`src/rtl/cap_axi_writer.sv`:
```
// Capture write-back stage: drains the capture pixel FIFO and writes each frame to VRAM
// as fixed-length AXI INCR bursts, with one burst outstanding at a time.
module cap_axi_writer #(
    parameter int unsigned BURST_LEN  = 16,
    parameter int unsigned FIFO_CNT_W = 10,
    parameter int unsigned NB_VGA     = 640 * 480 / 2 / BURST_LEN,
    parameter int unsigned NB_XGA     = 1024 * 768 / 2 / BURST_LEN,
    parameter int unsigned NB_SXGA    = 1280 * 1024 / 2 / BURST_LEN
) (
    input  logic                  ACLK,
    input  logic                  ARST,
    input  logic                  CAPSTART,
    input  logic [31:0]           VRAMADR,
    input  logic [1:0]            RESOL,
    input  logic [47:0]           FIFOOUT,
    input  logic                  FIFOEMPTY,
    input  logic [FIFO_CNT_W-1:0] FIFOCNT,
    output logic                  FIFORD,
    output logic [31:0]           AWADDR,
    output logic [7:0]            AWLEN,
    output logic [2:0]            AWSIZE,
    output logic [1:0]            AWBURST,
    output logic                  AWVALID,
    input  logic                  AWREADY,
    output logic [63:0]           WDATA,
    output logic [7:0]            WSTRB,
    output logic                  WLAST,
    output logic                  WVALID,
    input  logic                  WREADY,
    input  logic [1:0]            BRESP,
    input  logic                  BVALID,
    output logic                  BREADY,
    output logic                  BUSY,
    output logic                  FRMDONE,
    output logic                  WRERR
);

    localparam int unsigned BeatW = (BURST_LEN > 1) ? $clog2(BURST_LEN) : 1;
    // Wide enough for the largest frame at the shortest legal burst.
    localparam int unsigned CntW = 20;

    localparam logic [BeatW-1:0]      LastBeat   = BeatW'(BURST_LEN - 1);
    localparam logic [FIFO_CNT_W-1:0] BurstCnt   = FIFO_CNT_W'(BURST_LEN);
    localparam logic [31:0]           BurstBytes = 32'(BURST_LEN * 8);

    typedef enum logic [2:0] {StIdle, StWait, StAddr, StData, StResp} state_e;

    state_e           state_q, state_d;
    logic [31:0]      awaddr_q, awaddr_d;
    logic [1:0]       resol_q, resol_d;
    logic [CntW-1:0]  burst_cnt_q, burst_cnt_d;
    logic [BeatW-1:0] beat_cnt_q, beat_cnt_d;
    logic             wrerr_q, wrerr_d;
    logic             frmdone_q, frmdone_d;

    logic [CntW-1:0]  nb;
    logic [CntW-1:0]  burst_inc;
    logic             w_fire;
    logic             last_beat;
    logic             frame_end;

    always_comb begin
        case (resol_q)
            2'd0:    nb = CntW'(NB_VGA);
            2'd1:    nb = CntW'(NB_XGA);
            default: nb = CntW'(NB_SXGA);
        endcase
    end

    assign burst_inc = burst_cnt_q + 1'b1;
    assign frame_end = (burst_inc == nb);
    assign last_beat = (beat_cnt_q == LastBeat);
    // An empty FIFO never produces a beat, so it can never pop.
    assign w_fire    = (state_q == StData) && !FIFOEMPTY && WREADY;

    // FSM: state register
    always_ff @(posedge ACLK) begin
        if (ARST) begin
            state_q <= StIdle;
        end else begin
            state_q <= state_d;
        end
    end

    // FSM: next state
    always_comb begin
        state_d = state_q;
        case (state_q)
            StIdle: if (CAPSTART) state_d = StWait;
            // A full burst must already be buffered so WVALID never starves mid-burst.
            StWait: if (FIFOCNT >= BurstCnt) state_d = StAddr;
            StAddr: if (AWREADY) state_d = StData;
            StData: if (w_fire && last_beat) state_d = StResp;
            StResp: if (BVALID) state_d = frame_end ? StIdle : StWait;
            default: state_d = StIdle;
        endcase
    end

    // FSM: outputs
    always_comb begin
        AWVALID = 1'b0;
        WVALID  = 1'b0;
        WLAST   = 1'b0;
        BREADY  = 1'b0;
        BUSY    = 1'b1;
        case (state_q)
            StIdle: BUSY = 1'b0;
            StAddr: AWVALID = 1'b1;
            StData: begin
                WVALID = !FIFOEMPTY;
                WLAST  = last_beat;
            end
            StResp: BREADY = 1'b1;
            default: BUSY = 1'b1;
        endcase
        FIFORD = WVALID && WREADY;
    end

    // Datapath next state
    always_comb begin
        awaddr_d    = awaddr_q;
        resol_d     = resol_q;
        burst_cnt_d = burst_cnt_q;
        beat_cnt_d  = beat_cnt_q;
        wrerr_d     = wrerr_q;
        frmdone_d   = 1'b0;
        case (state_q)
            StIdle: begin
                if (CAPSTART) begin
                    awaddr_d    = VRAMADR;
                    resol_d     = RESOL;
                    burst_cnt_d = '0;
                    wrerr_d     = 1'b0;
                end
            end
            StAddr: if (AWREADY) beat_cnt_d = '0;
            StData: if (w_fire) beat_cnt_d = beat_cnt_q + 1'b1;
            StResp: begin
                // Errored bursts are not retried; they still advance the frame.
                if (BVALID) begin
                    wrerr_d     = wrerr_q | (BRESP != 2'b00);
                    awaddr_d    = awaddr_q + BurstBytes;
                    burst_cnt_d = burst_inc;
                    frmdone_d   = frame_end;
                end
            end
            default: ;
        endcase
    end

    always_ff @(posedge ACLK) begin
        if (ARST) begin
            awaddr_q    <= '0;
            resol_q     <= '0;
            burst_cnt_q <= '0;
            beat_cnt_q  <= '0;
            wrerr_q     <= 1'b0;
            frmdone_q   <= 1'b0;
        end else begin
            awaddr_q    <= awaddr_d;
            resol_q     <= resol_d;
            burst_cnt_q <= burst_cnt_d;
            beat_cnt_q  <= beat_cnt_d;
            wrerr_q     <= wrerr_d;
            frmdone_q   <= frmdone_d;
        end
    end

    assign AWADDR  = awaddr_q;
    assign AWLEN   = 8'(BURST_LEN - 1);
    assign AWSIZE  = 3'b011;
    assign AWBURST = 2'b01;
    assign WSTRB   = 8'hFF;
    // Two RGB888 pixels become two XRGB8888 words.
    assign WDATA   = {8'h00, FIFOOUT[47:24], 8'h00, FIFOOUT[23:0]};
    assign FRMDONE = frmdone_q;
    assign WRERR   = wrerr_q;

endmodule

```
`config.mk`:
```
export PLATFORM = sky130hd
export DESIGN_NAME = cap_axi_writer
export DESIGN_NICKNAME = d
export VERILOG_FILES = /design/src/rtl/cap_axi_writer.sv
export SDC_FILE = /design/constraint.sdc
export NUM_CORES = 1
export LEC_CHECK = 0
export BUFFER_PORTS_ARGS = -buffer_cell sky130_fd_sc_hd__buf_2
export CAP_MARGIN = 15
export CORE_MARGIN = 2
export CORE_UTILIZATION = 42
export DETAILED_ROUTE_END_ITERATION = 12
export PLACE_DENSITY = 0.84
export SLEW_MARGIN = 40
export SYNTH_ARGS = -nofsm -noshare
export SYNTH_HDL_FRONTEND = slang
export SYNTH_SLANG_ARGS = --single-unit
```
`constraint.sdc`:
```
create_clock -name ACLK -period 2 [get_ports ACLK]
set_input_delay 0.3 -clock ACLK [delete_from_list [all_inputs] [get_ports ACLK]]
set_output_delay 0.3 -clock ACLK [all_outputs]
set_load 0.03 [all_outputs]
```
==> results of run 1 <==
area by class of cell:
cell class	count	area, µm²
fill	959	5150
timing repair buffer	139	861
tap	136	170
clock inverter	7	120
inverter	9	33.8
multi-input combinational	424	2490
clock buffer	9	124
sequential	63	1280
sequential cells by signal, indices dropped and copies added (netlist names):
register	count
AWADDR	32
burst_cnt_q	20
beat_cnt_q	4
state_q	3
resol_q	2
FRMDONE	1
WRERR	1
routing by layer:
metal | GRT usage (%) | up-vias
li1 | - | 2066
met1 | 23.0 | 1951
met2 | 29.9 | 182
met3 | 5.15 | 27
met4 | 7.33 | 0
met5 | 0 | -
what timing repair did:
| action | in CTS | in global routing |
|---|---|---|
| gates cloned | 0 | 0 |
| endpoints found under the hold margin | 0 | 0 |
| endpoints found under the setup margin | 1 | 13 |
| buffers inserted | 0 | 3 |
| pin swaps | 0 | 11 |
| resized for setup | 1 | 24 |
cells by family after synthesis:
| logic type | after synthesis | synth area share [%] |
|---|---|---|
| AO/OA/AOI/OAI | 127 | 18.6 |
| multiplexers | 18 | 4.13 |
| buffers and inverters | 125 | 19.0 |
| adder cells (fa/ha/maj) | 3 | 0.855 |
| XOR/XNOR | 9 | 1.79 |
| flip-flops | 63 | 28.7 |
| other | 2 | 0.171 |
| AND/OR/NAND/NOR | 230 | 26.8 |
path summary, 6_finish.rpt:
kind / start / end / cells past startpoint
min: RESOL[0] / resol_q[0]$_SDFFE_PP0P_ / 3
min reg2reg: AWADDR[4]$_SDFFE_PP0P_ / AWADDR[4]$_SDFFE_PP0P_ / 2
max: AWADDR[8]$_SDFFE_PP0P_ / AWADDR[27]$_SDFFE_PP0P_ / 8
max reg2reg: AWADDR[8]$_SDFFE_PP0P_ / AWADDR[27]$_SDFFE_PP0P_ / 8
tightest hold or removal path: cells and delay by family:
kind / cells / cell delay [ns]
simple gates: 1 / 0.04
compound gates: 1 / 0.05
buf+inv: 1 / 0.10
through the flow:
stage / worst slack [ns] / std cells / hold WS [ns] / utilization [%] / total power, mW
after floorplan: 0.00931 / 612 / 0.436 / - / 3.10
after global placement: 0.0959 / 768 / 0.439 / 46.3 / 3.35
after detailed placement: 0.0283 / 768 / 0.443 / 46.3 / 3.38
after CTS: 0.0150 / 784 / 0.174 / 48.7 / 4.76
after global routing: -0.00768 / 787 / 0.189 / 49.7 / 5.03
final: 0.0910 / 787 / 0.185 / 49.7 / 4.77
placed cells by master, fill, tap and decap left out, types with 4 or more instances in the layout:
cell,instances
a211oi_1,7
a21oi_1,50
a221oi_1,11
a311oi_1,12
a31oi_1,5
buf_2,88
buf_4,48
clkbuf_8,9
conb_1,37
dfxtp_1,50
dfxtp_2,10
inv_1,8
mux2i_1,17
nand2_1,77
nand3_1,20
nand4_1,7
nor2_1,58
nor2_4,4
nor3_1,13
nor4_1,8
o21ai_0,20
o22ai_1,6
xnor2_1,7
power groups by stage:
stage	clock network, mW	registers (mW)	logic (mW)
after CTS	1.39	1.60	1.77
after global routing	1.45	1.65	1.94
after detailed placement	0	1.62	1.76
after floorplan	0	1.87	1.22
final	1.37	1.62	1.78
after global placement	0	1.62	1.73
==> qor.yml, run 1 <==
worst_setup_path:
  critPathCaptureType: "register"
  path_cells: "ha_4, nand4_1, nor2_4, nand3_2, or3_4, nor2_2, xnor2_1, a211oi_2"
  r2r_slack_ns: 0.09
  cp_max_fo: 4
  cp.required_ns: 2.22
  worst_setup_path_start_kind: "register"
  cpMaxStageDelayCell: "dfxtp_2"
  path_class: "reg -> reg"
  cpPeakStageDelay_ns: 0.36
  worst-path-buf-inv: 0
  cp.arrival_ns: 2.13
  critPathTopFamily: "simple AND/OR/NAND/NOR gates"
placement:
  hpwlAfterDp_um: 7480
  portBuffers: 88
  gp_congestion: 0.890
  place_area_um2: 4740
yosys:
  synthCells: 577
  ys_top_cells_by_area: "dfxtp_1 (29%), buf_4 (15%), nand2_1 (6.6%), a21oi_1 (5.7%), nor2_1 (5.0%)"
  synth.largest_area_cell: "dfxtp_1"
  yosys_warnings: 0
  synth-edff-count: 0
  yosysTopAreaCellShare_pct: 28.7
  synth_cell_type_count: 70
  yosys-top-cells-count: "buf_4 (86), nand2_1 (77), dfxtp_1 (63)"
  syn_avg_cell_area_um2: 7.61
  ys_ff_latch: 63
  seq_area_frac_synth_pct: 28.7
  synthFlopType: "dfxtp_1"
  synth-async-reset-ratio_pct: 0
  synth.most_common_cell: "buf_4"
  syn_area_um2: 4390
die:
  num_rows: 37
  die_area_um2: 11300
  start_util_pct: 42.9
  core_area_um2: 10200
  fp.dieW_um: 106
  num_io_pins: 226
  die_h_um: 106
route:
  wl_met3_um: 880
  drc: 0
  vias: 4226
  vias_per_cell: 5.37
  dr_wl_met2_um: 4980
  drt-initial-drc-count: 258
  finalWirelength_um: 10700
  route.layer.met1.wl_um: 4580
  firstDrtPassIters: 5
  highest_layer: "met4"
  routedWlPerCell_um: 13.6
  antenna_left: 0
cts:
  cts_hold_buf: 0
  clk_pin_slew_ns: 0.08
  cts_tree: "done"
  clock-root-buffer: "clkbuf_8"
  cts_sinks: 63
  clockBufferDepth: 2
  cts_buffers: 9
  htreeDepth: 3
  worstSkewPairLatency_ns: 0.36
layout:
  area_growth_pct: 15.7
  nNetsFinal: 750
  diodes: 0
  drive_gt1_share_pct: 31.2
  final_area_um2: 5080
sta:
  fin_setup_tns_ns: 0
  fmax_mhz: 524
  fin_crit_sh_pct: 95.4
  worst_pin_slew_ns: 0.542
  hold_viol_final: 0
  period_needed_ns: 1.91
  setup_viol: 0
  maxSlewViolCount: 0
  max-slew-margin-rel_pct: 63.9
  finClkSkew_ns: 0.0143
global_routing:
  antenna_found_initial: 0
  grt_pass1_wl_um: 17300
  grt_max_degree: 40
  track_usage_pct: 18.4
  grt_pass1_vias: 3824
  grt-ovfl-total: 0
hold_path:
  hold_path_class: "in -> reg"
pwr:
  power.internal_mw: 2.90
  p_per_area_nw_per_um2: 939
  comb_power_share_pct: 37.3
  p_leak_nw: 2.12
  seq_power_share_pct: 33.9
  clkPwrFrac_pct: 28.8
  irDropWorstVdd_v: 0.000666
  switching_share_pct: 39.1
  p_switching_mw: 1.87
outcome:
  outcome: "finished, final reports clean"
run:
  max_cap_viol_count: 0
No activity file was read; power rests on OpenSTA's default activity.
==> inputs of run 2 (changes only) <==
--- a/config.mk
+++ b/config.mk
@@ -11,6 +11,7 @@
 export CORE_UTILIZATION = 42
 export DETAILED_ROUTE_END_ITERATION = 12
 export PLACE_DENSITY = 0.84
+export RECOVER_POWER = 50
 export SLEW_MARGIN = 40
 export SYNTH_ARGS = -nofsm -noshare
 export SYNTH_HDL_FRONTEND = slang
==> run 2 against run 1 <==
Effect of this change: clock-buffer cell count unchanged; power decreased by 0.61%; global-route usage unchanged; clock skew about the same; hold slack about the same; clock power about the same; cell area decreased by 0.66%; register-to-register slack about the same.
==> qor.yml, run 2 (synthesized netlist as in run 1, its figures left out) <==
outcome:
  outcome: "finished, final reports clean"
sta:
  hold_slack_ns: 0.185  # +0.000185 ns
  finClkSkew_ns: 0.0144  # +0.0000502 ns
  max-slew-margin-rel_pct: 64.0  # +0.13 points
  fin_setup_tns_ns: 0  # unchanged
  fin_crit_sh_pct: 95.4  # about the same
  worst_pin_slew_ns: 0.540  # -0.00201 ns
  maxSlewViolCount: 0  # unchanged
  fmax_mhz: 524  # about the same
  setup_viol: 0  # unchanged
  period_needed_ns: 1.91  # -0.000746 ns
  hold_viol_final: 0  # unchanged
layout:
  nNetsFinal: 750  # unchanged
  final_area_um2: 5050  # -0.66%
  largest_reg_flops: 32  # unchanged
  final_cell_mix: "nand2_1 (77), buf_2 (61), nor2_1 (58), dfxtp_1 (50), a21oi_1 (50)"
  drive_gt1_share_pct: 27.0  # -4.1 points
  area_growth_pct: 14.9
  diodes: 0  # unchanged
  fillers: 971  # +1.3%
  layout_commonest_cell: "nand2_1"
  final_cells: 787  # unchanged
placement:
  portBuffers: 88  # unchanged
  gp_congestion: 0.890  # unchanged
  place_area_um2: 4740  # unchanged
  place_inst: 768  # unchanged
  hpwlAfterDp_um: 7480  # unchanged
worst_setup_path:
  path_cells: "ha_4, nand4_1, nor2_4, nand3_2, or3_4, nor2_2, xnor2_1, a211oi_2"
  r2r_slack_ns: 0.09  # about the same
  path_class: "reg -> reg"
  r2r-start: "AWADDR[8]$_SDFFE_PP0P_"
  critPathCaptureType: "register"
  cp_max_fo: 4  # unchanged
  worst_setup_path_start_kind: "register"
  cpMaxStageDelayCell: "dfxtp_2"
  cp.required_ns: 2.22  # about the same
  cpPeakStageDelay_ns: 0.36  # about the same
  cp.arrival_ns: 2.13  # about the same
  ff2ff_path_depth: 8  # unchanged
  r2r_end: "AWADDR[27]$_SDFFE_PP0P_"
cts:
  clockBufferDepth: 2  # unchanged
  clock-root-buffer: "clkbuf_8"
  cts_buffers: 9  # unchanged
  clk_pin_slew_ns: 0.08  # about the same
  cts_sinks: 63  # unchanged
  htreeDepth: 3  # unchanged
  worstSkewPairLatency_ns: 0.36  # about the same
  cts_hold_buf: 0  # unchanged
  cts_tree: "done"
pwr:
  switching_share_pct: 39.4  # +0.24 points
  p_per_area_nw_per_um2: 940  # about the same
  clkPwrFrac_pct: 28.9  # about the same
  comb_power_share_pct: 36.9  # -0.4 points
  seq_power_share_pct: 34.2  # +0.3 points
  p_leak_nw: 2.01  # -5.2%
  p_switching_mw: 1.87  # about the same
  power.internal_mw: 2.87  # -1.0%
  irDropWorstVdd_v: 0.000664  # -0.26%
route:
  finalWirelength_um: 10700  # +0.21%
  antenna_left: 0  # unchanged
  firstDrtPassIters: 5  # unchanged
  vias: 4235  # +0.21%
  drc: 0  # unchanged
  vias_per_cell: 5.38  # +0.21%
  drt-initial-drc-count: 257  # -0.39%
  routedWlPerCell_um: 13.6  # +0.21%
die:
  die_h_um: 106  # unchanged
  fp.dieW_um: 106  # unchanged
  num_rows: 37  # unchanged
  die_area_um2: 11300  # unchanged
  start_util_pct: 42.9  # unchanged
  core_area_um2: 10200  # unchanged
  num_io_pins: 226  # unchanged
hold_path:
  hold_path_class: "in -> reg"
  worstHoldStart: "RESOL[0]"
  hold_path_depth: 3  # unchanged
  hold_end: "resol_q[0]$_SDFFE_PP0P_"
run:
  max_cap_viol_count: 0  # unchanged
global_routing:
  antenna_found_initial: 0  # unchanged
  grt-ovfl-total: 0  # unchanged
  grt_pass1_vias: 3824  # unchanged
  grt_pass1_wl_um: 17300  # unchanged
  grt_max_degree: 40  # unchanged
  track_usage_pct: 18.4  # unchanged
==> run 2: layout make-up <==
class | instances | area [µm²] | area share [%]
inverter | 9 | 33.8 | 0.669
clock buffer | 9 | 124 | 2.45
tap | 136 | 170 | 3.37
timing repair buffer | 139 | 827 | 16.4
clock inverter | 7 | 120 | 2.38
sequential | 63 | 1280 | 25.5
multi-input combinational | 424 | 2490 | 49.3
==> run 2: worst max path at each step <==
stage / start / endpoint / slack (ns) / cells past startpoint
2_1_floorplan: AWADDR[7]$_SDFFE_PP0P_ / AWADDR[27]$_SDFFE_PP0P_ / 0.009 / 8
3_3_place_gp: burst_cnt_q[0]$_SDFFE_PP0P_ / state_q[0]$_SDFFE_PP0P_ / 0.1 / 7
3_5_place_dp: burst_cnt_q[4]$_SDFFE_PP0P_ / state_q[0]$_SDFFE_PP0P_ / 0.03 / 7
4_1_cts: burst_cnt_q[0]$_SDFFE_PP0P_ / state_q[0]$_SDFFE_PP0P_ / 0.02 / 7
5_1_grt: AWADDR[17]$_SDFFE_PP0P_ / AWADDR[27]$_SDFFE_PP0P_ / -0.008 / 7
6_report: AWADDR[8]$_SDFFE_PP0P_ / AWADDR[27]$_SDFFE_PP0P_ / 0.09 / 8
==> run 2: worst max-delay path: cells and delay by family, from the launching register on <==
| family | cells | cell delay, ns |
|---|---|---|
| fa+ha+maj | 1 | 0.15 |
| xor+xnor | 1 | 0.17 |
| compound gates | 1 | 0.10 |
| simple gates | 5 | 1.00 |
| flops | 1 | 0.36 |
==> run 2: what timing repair did <==
action	in CTS	in global routing
endpoints found under the hold margin	0	0
resized for setup	1	24
pin swaps	0	11
setup buffers	0	3
setup endpoints to repair	1	13
==> run 2: through the flow <==
step	worst slack [ns]	total power, mW	util, %
after floorplan	0.00931	3.10	-
after global placement	0.0959	3.35	46.3
after detailed placement	0.0283	3.38	46.3
after CTS	0.0150	4.76	48.7
after global routing	-0.00787	5.01	49.3
final	0.0918	4.74	49.3
==> run 2: power groups by stage <==
stage          registers, mW  clock network (mW)  logic [mW]
6_report                1.62                1.37        1.75
5_1_grt                 1.65                1.45        1.91
4_1_cts                 1.60                1.39        1.77
3_5_place_dp            1.62                   0        1.76
3_3_place_gp            1.62                   0        1.73
2_1_floorplan           1.87                   0        1.22
==> run 2: per-layer routing <==
metal	global-route usage (%)	wire length, µm	share of wire (%)
met5	0	0	0
met4	7.33	208	1.9
met3	5.15	860	8.0
met2	29.9	5000	47
met1	23.0	4620	43
